[src/rtl/dac_2624.sv]
// dac_2624: SPI write-only driver for an LTC2624-style quad 12-bit DAC.
// Ports:
//   clk         system clock, all logic on the rising edge
//   rst         synchronous active-high reset
//   i_dac_start level start request, only looked at while idle
//   dac_data    12-bit DAC code, captured when a start is accepted
//   spi_miso    DAC readback, unused
//   spi_mosi    serial data, MSB first, changes with falling SCK
//   dac_cs      active-low chip select framing one 32-bit command
//   spi_sck     serial clock, idle low
//   dac_clr     active-low DAC clear, released after reset
module dac_2624 #(
    parameter int         CLK_DIV  = 2,
    parameter logic [3:0] DAC_CMD  = 4'b0011,
    parameter logic [3:0] DAC_ADDR = 4'b1111,
    parameter int         CS_GAP   = 4
) (
    input  logic        clk,
    input  logic        rst,
    input  logic        i_dac_start,
    input  logic [11:0] dac_data,
    input  logic        spi_miso,
    output logic        spi_mosi,
    output logic        dac_cs,
    output logic        spi_sck,
    output logic        dac_clr
);
    typedef enum logic [1:0] {IDLE, SHIFT, HOLD, GAP} state_t;
    localparam logic [15:0] DIV_END = 16'(CLK_DIV - 1);
    localparam logic [15:0] GAP_END = 16'(CS_GAP - 1);
    state_t      state, state_n;
    logic [15:0] cnt, cnt_n;
    logic [5:0]  half, half_n;
    logic [31:0] sh, sh_n, frame;
    logic        mosi_n, cs_n, sck_n;
    logic        unused_miso;
    assign unused_miso = spi_miso;
    assign frame = {8'h00, DAC_CMD, DAC_ADDR, dac_data, 4'h0};
    always_ff @(posedge clk) begin
        if (rst) begin
            state    <= IDLE;
            cnt      <= '0;
            half     <= '0;
            sh       <= '0;
            spi_mosi <= 1'b0;
            dac_cs   <= 1'b1;
            spi_sck  <= 1'b0;
            dac_clr  <= 1'b0;
        end else begin
            state    <= state_n;
            cnt      <= cnt_n;
            half     <= half_n;
            sh       <= sh_n;
            spi_mosi <= mosi_n;
            dac_cs   <= cs_n;
            spi_sck  <= sck_n;
            dac_clr  <= 1'b1;
        end
    end
    // half counts SCK half-periods; the falling edge that ends half 63 closes the 32nd bit
    always_comb begin
        state_n = state;
        cnt_n   = cnt + 16'd1;
        half_n  = half;
        sh_n    = sh;
        mosi_n  = spi_mosi;
        cs_n    = dac_cs;
        sck_n   = spi_sck;
        case (state)
            IDLE: begin
                cnt_n = '0;
                if (i_dac_start) begin
                    state_n = SHIFT;
                    sh_n    = frame;
                    mosi_n  = frame[31];
                    cs_n    = 1'b0;
                    sck_n   = 1'b0;
                    half_n  = '0;
                end
            end
            SHIFT: begin
                if (cnt == DIV_END) begin
                    cnt_n  = '0;
                    half_n = half + 6'd1;
                    sck_n  = ~spi_sck;
                    if (spi_sck) begin
                        if (half == 6'd63) begin
                            state_n = HOLD;
                        end else begin
                            sh_n   = {sh[30:0], 1'b0};
                            mosi_n = sh[30];
                        end
                    end
                end
            end
            HOLD: begin
                if (cnt == DIV_END) begin
                    cnt_n   = '0;
                    state_n = GAP;
                    cs_n    = 1'b1;
                    mosi_n  = 1'b0;
                end
            end
            GAP: begin
                if (cnt == GAP_END) begin
                    cnt_n   = '0;
                    state_n = IDLE;
                end
            end
        endcase
    end
endmodule

[config.mk]
export PLATFORM = sky130hd
export DESIGN_NAME = dac_2624
export DESIGN_NICKNAME = d
export VERILOG_FILES = /design/src/rtl/dac_2624.sv
export SDC_FILE = /design/constraint.sdc
export NUM_CORES = 1
export LEC_CHECK = 0
export BUFFER_PORTS_ARGS = -buffer_cell sky130_fd_sc_hd__buf_4
export CAP_MARGIN = 25
export CORE_UTILIZATION = 55
export DETAILED_ROUTE_END_ITERATION = 8
export GPL_TIMING_DRIVEN = 0
export PLACE_DENSITY = 0.74
export SLEW_MARGIN = 20
export SYNTH_ARGS = -nofsm -noshare
export SYNTH_HDL_FRONTEND = slang
export SYNTH_SLANG_ARGS = --single-unit
[constraint.sdc]
create_clock -name clk -period 2.9 [get_ports clk]
set_input_delay 0.29 -clock clk [delete_from_list [all_inputs] [get_ports clk]]
set_output_delay 0.29 -clock clk [all_outputs]
set_load 0.05 [all_outputs]
Yosys cells after proc, flatten, opt, wreduce, memory -nomap -nowiden
Cells that the tools add are included.
{ "totals": {"output_inout_bits": 4, "in_bits": 16, "wordCells": 63, "register_bits": 59} }
{ "op_classes": {"reduce_logical": 10, "n_addsub": 2, "n_mux": 29, "n_eq_ne": 13, "bitwise_logic": 1} }
{ "ops": {"columns": ["cell", "count"], "rows": [
  ["2-to-1 mux 31 bit", 4],
  ["case mux 31 bit (2 select lines)", 1],
  ["case mux 16 bit (3 select lines)", 1],
  ["2-to-1 mux 16 bit", 2],
  ["adder 16 x 1 -> 16 bit (second input constant)", 1],
  ["equality test 16 x 1 -> 1 bit (second input constant)", 1],
  ["equality test 16 x 2 -> 1 bit (second input constant)", 1],
  ["inequality test 2 bit (second input constant)", 7],
  ["2-to-1 mux 2 bit", 6],
  ["2-to-1 mux 6 bit", 2],
  ["case mux 6 bit (2 select lines)", 1],
  ["AND reduction 6 bit", 2],
  ["2-to-1 mux 1 bit", 8],
  ["case mux 2 bit (4 select lines)", 1],
  ["adder 6 x 1 -> 6 bit (second input constant)", 1],
  ["equality test 6 bit (second input constant)", 1],
  ["AND reduction 3 bit", 2],
  ["AND reduction 5 bit", 1],
  ["equality test 2 bit (second input constant)", 2],
  ["case mux 1 bit (2 select lines)", 2],
  ["nonzero test 2 bit", 2],
  ["case mux 1 bit (3 select lines)", 1],
  ["nonzero test 3 bit", 1],
  ["equality test 2 x 1 -> 1 bit (second input constant)", 1],
  ["3 further kinds", 3]
]} }

Logic depth before layout (Yosys ltp)
{ "depth": {"depth_word": 5, "mapped_depth": 9, "ltp_nobuf": 7} }

Worst setup path after synthesis
OpenSTA, ideal clock, no wires.
{ "synth_path": {"kind": "flip-flop to flip-flop", "from": "reg cnt[0]", "to": "reg sh[11]", "path_stages_with_launch": 7, "setup_time_ns": 0.141, "arrival_ns": 2.109, "required_time_ns": 2.759, "setup_slack_ns": 0.650, "path_cell_list": "dfxtp_1 -> ha_1 -> or3b_2 -> o41a_1 -> a211oi_4 -> buf_2 -> a211oi_1"} }
{ "synth_between": {"elab_chain_cells": 3} }
{ "synth_lines": {"columns": ["element", "line_no", "rtl"], "rows": [
  ["from (decl)", "32", "logic [15:0] cnt, cnt_n;"],
  ["from (signal assigned)", "51", "cnt <= cnt_n;"],
  ["equality test 16 x 1 -> 1 bit", "82", "if (cnt == DIV_END) begin"],
  ["inequality test 2 bit (no source line)", null, null],
  ["AND reduction 5 bit (no source line)", null, null],
  ["to (signal assigned)", "53", "sh <= sh_n;"],
  ["to (decl)", "34", "logic [31:0] sh, sh_n, frame;"]
]} }
Every way passes these cells.
A chain may end at the register's enable or synchronous reset.

Worst setup path in the final report
Same ends and word-level chain as after synthesis.

==> flow_metrics.py <==
metrics = {
    "setup_path": {
        "r2r-end": "sh[11]",
        "required_ns": 3.06,
        "rr_worst_depth": 6,
        "r2r-start": "cnt[0]",
        "worstSetupPathType": "flop to flop",
        "end_kind": "flop",
        "crit_path_start_kind": "flop",
        "arrival_ns": 2.67,
        "critPathMaxFanout": 10,
        "r2r_slack_ns": 0.39,
    },
    "finish": {
        "fin_util_pct": 64.6,
        "final_common_cell": "dfxtp_1",
        "post_layout_nonfiller_instances": 355,
        "layout_common_cells": "55 x dfxtp_1, 46 x nor2_1, 19 x buf_4",
        "num-fill-cells": 388,
        "n_antenna_cell": 0,
        "final_nets": 327,
        "multiInputGateArea_um2": 1340,
        "syn_to_final_growth_pct": 11.2,
        "seq_area_um2": 1100,
        "drive_gt1_share_pct": 17.2,
    },
    "power": {
        "power.density_nw_per_um2": 854,
        "peakVddDrop_v": 0.000427,
        "power_leakage_nw": 1.01,
        "total_power_mw": 2.43,
    },
    "min_path": {
        "worstHoldEndpoint": "sh[11]",
        "holdCritPathClass": "input port to flop",
        "holdPathStages": 3,
        "hold_start": "dac_data[7]",
    },
    "cts": {
        "numCtsBuffers": 5,
        "htree_levels": 2,
        "postCtsSetupBuffers": 0,
        "cts_tree": "built",
        "cts_hold_buf": 0,
        "clkSinkCount": 55,
        "clk-insertion-delay-late_ns": 0.31,
        "root_buffer": "clkbuf_8",
        "cts.path.max_buffers": 2,
        "clk_pin_slew_ns": 0.09,
        "ctsResizeCount": 0,
    },
    "yosys": {
        "yosys.cell_types.count": 38,
        "synth_area_um2": 2560,
        "yosysSeqAreaShare_pct": 42.9,
        "syn_nets": 302,
        "synth-seq-cells": 55,
        "avgSynthCellArea_um2": 9.23,
        "synth_cells": 278,
        "yosys_warnings": 0,
    },
    "timing": {
        "worst_pin_slew_ns": 0.712,
        "finalHoldWorstSlack_ns": 0.339,
        "slew_headroom_pct": 52.5,
        "fin_skew_ns": 0.0106,
        "setup_viol": 0,
        "final_hold_viol_count": 0,
        "period_share_pct": 86.6,
        "period_needed_ns": 2.51,
        "drv_slew": 0,
        "rsz0062_at_grt": "false",
        "fmax_mhz": 398,
        "finalSetupTns_ns": 0,
    },
    "die": {
        "core_um2": 4410,
        "die_area_um2": 4940,
        "rows": 24,
        "die_y_um": 70.3,
        "initial_core_util_pct": 58.1,
        "num_io_pins": 20,
        "die_w_um": 70.3,
    },
    "placed_design": {
        "placed_cells": 348,
        "dp_hpwl_um": 3480,
        "gp_congestion": 0.758,
        "numPortBuffers": 18,
    },
    "grt": {
        "antenna_found_initial": 0,
        "grt_pass1_vias": 1944,
        "track_usage_pct": 21.6,
        "grt_pass1_wl_um": 8670,
        "grt_max_degree": 16,
        "grt_overflow": 0,
    },
    "route": {
        "drtIter0Drc": 109,
        "detail-route-antenna-nets": 0,
        "postRouteWirelength_um": 4720,
        "drtPass1Iterations": 4,
        "wl_per_cell_um": 13.3,
        "drcViolationCount": 0,
        "via_per_inst": 5.59,
        "via_count": 1983,
    },
    "job": {
        "drv_cap": 0,
    },
    "status": {
        "status": "finished clean",
    },
}
## per-layer routing
metal  track usage [%]  wire length, µm
met4              8.00               51
met5                 0                0
met3              3.17              131
met1              29.2             2340
met2              34.6             2200
## layout make-up
type                            instances  area share (%)
Buffer                                 15            3.03
Clock buffer                            6            2.89
Clock inverter                          1           0.175
Inverter                               11            1.45
Multi-Input combinational cell        197            46.8
Sequential cell                        55            38.6
Tap cell                               52            2.28
Timing Repair Buffer                   18            4.74
## worst max path at each step
stage,startpoint,endpoint
detailed placement,cnt[0],sh[11]
floorplan,cnt[0],sh[11]
CTS,cnt[0],sh[11]
finish,cnt[0],sh[11]
global placement,cnt[0],sh[11]
global route,cnt[0],sh[11]
## metrics by stage
step,instance area (µm²),setup slack [ns]
2_1_floorplan,2560,0.650
4_1_cts,2850,0.382
3_5_place_dp,2770,0.408
3_3_place_gp,2770,0.429
6_report,2850,0.389
5_1_grt,2850,0.244
## synth_stat cells, drive strengths merged
cell / n / area share [%]
and3: 2 / 0.49
mux2i: 14 / 5.5
xnor2: 6 / 2.0
or3b: 2 / 0.68
or4: 4 / 1.5
nand2: 13 / 1.9
a21oi: 17 / 3.3
xor2: 8 / 2.7
and2: 1 / 0.24
nand2b: 12 / 2.9
and4: 2 / 0.68
o31ai: 1 / 0.29
a211o: 1 / 0.34
nor3: 6 / 1.2
dfxtp: 55 / 43
nand4: 4 / 0.98
o2111ai: 1 / 0.34
o211ai: 1 / 0.29
o41ai: 1 / 0.34
nor4: 1 / 0.24
ha: 8 / 3.9
o41a: 1 / 0.44
or2: 1 / 0.24
nor2: 46 / 6.7
buf: 7 / 2.2
a211oi: 13 / 6.0
o21ai: 3 / 0.59
nor2b: 1 / 0.24
nand3: 17 / 3.3
clkbuf: 8 / 1.2
inv: 11 / 1.6
a311oi: 10 / 4.6
## where the power goes
group	internal (mW)	total (mW)	switching (mW)	leakage [nW]
logic	0.440	1.09	0.646	0.511
registers	0.866	0.928	0.0624	0.448
clock network	0.188	0.420	0.232	0.0470
total	1.49	2.43	0.941	1.01
## flip-flops by register name, summed over array words and instances (netlist names)
| name | count |
|---|---|
| dac_cs | 1 |
| sh | 27 |
| dac_clr | 1 |
| cnt | 16 |
| spi_sck | 1 |
| half | 6 |
| state | 2 |
| spi_mosi | 1 |
## critical path, stage by stage, from the launching register on
cell and delay [ns]:
dfxtp_1 0.44, ha_1 0.17, or3b_2 0.47, o41a_1 0.39
a211oi_4 0.42, buf_2 0.36, a211oi_1 0.11
## cell families (layout without fill, tap and decap cells)
family | after synthesis | after routing | synth area share, %
buffers and inverters | 26 | 51 | 4.98
adders and majority gates | 8 | 8 | 3.90
xor gates and xnor gates | 14 | 14 | 4.78
AOI/OAI and AO/OA | 49 | 49 | 16.6
DFF | 55 | 55 | 42.9
muxes | 14 | 14 | 5.46
and+or+nand+nor | 112 | 112 | 21.3
No activity file was read; power rests on OpenSTA's default activity.
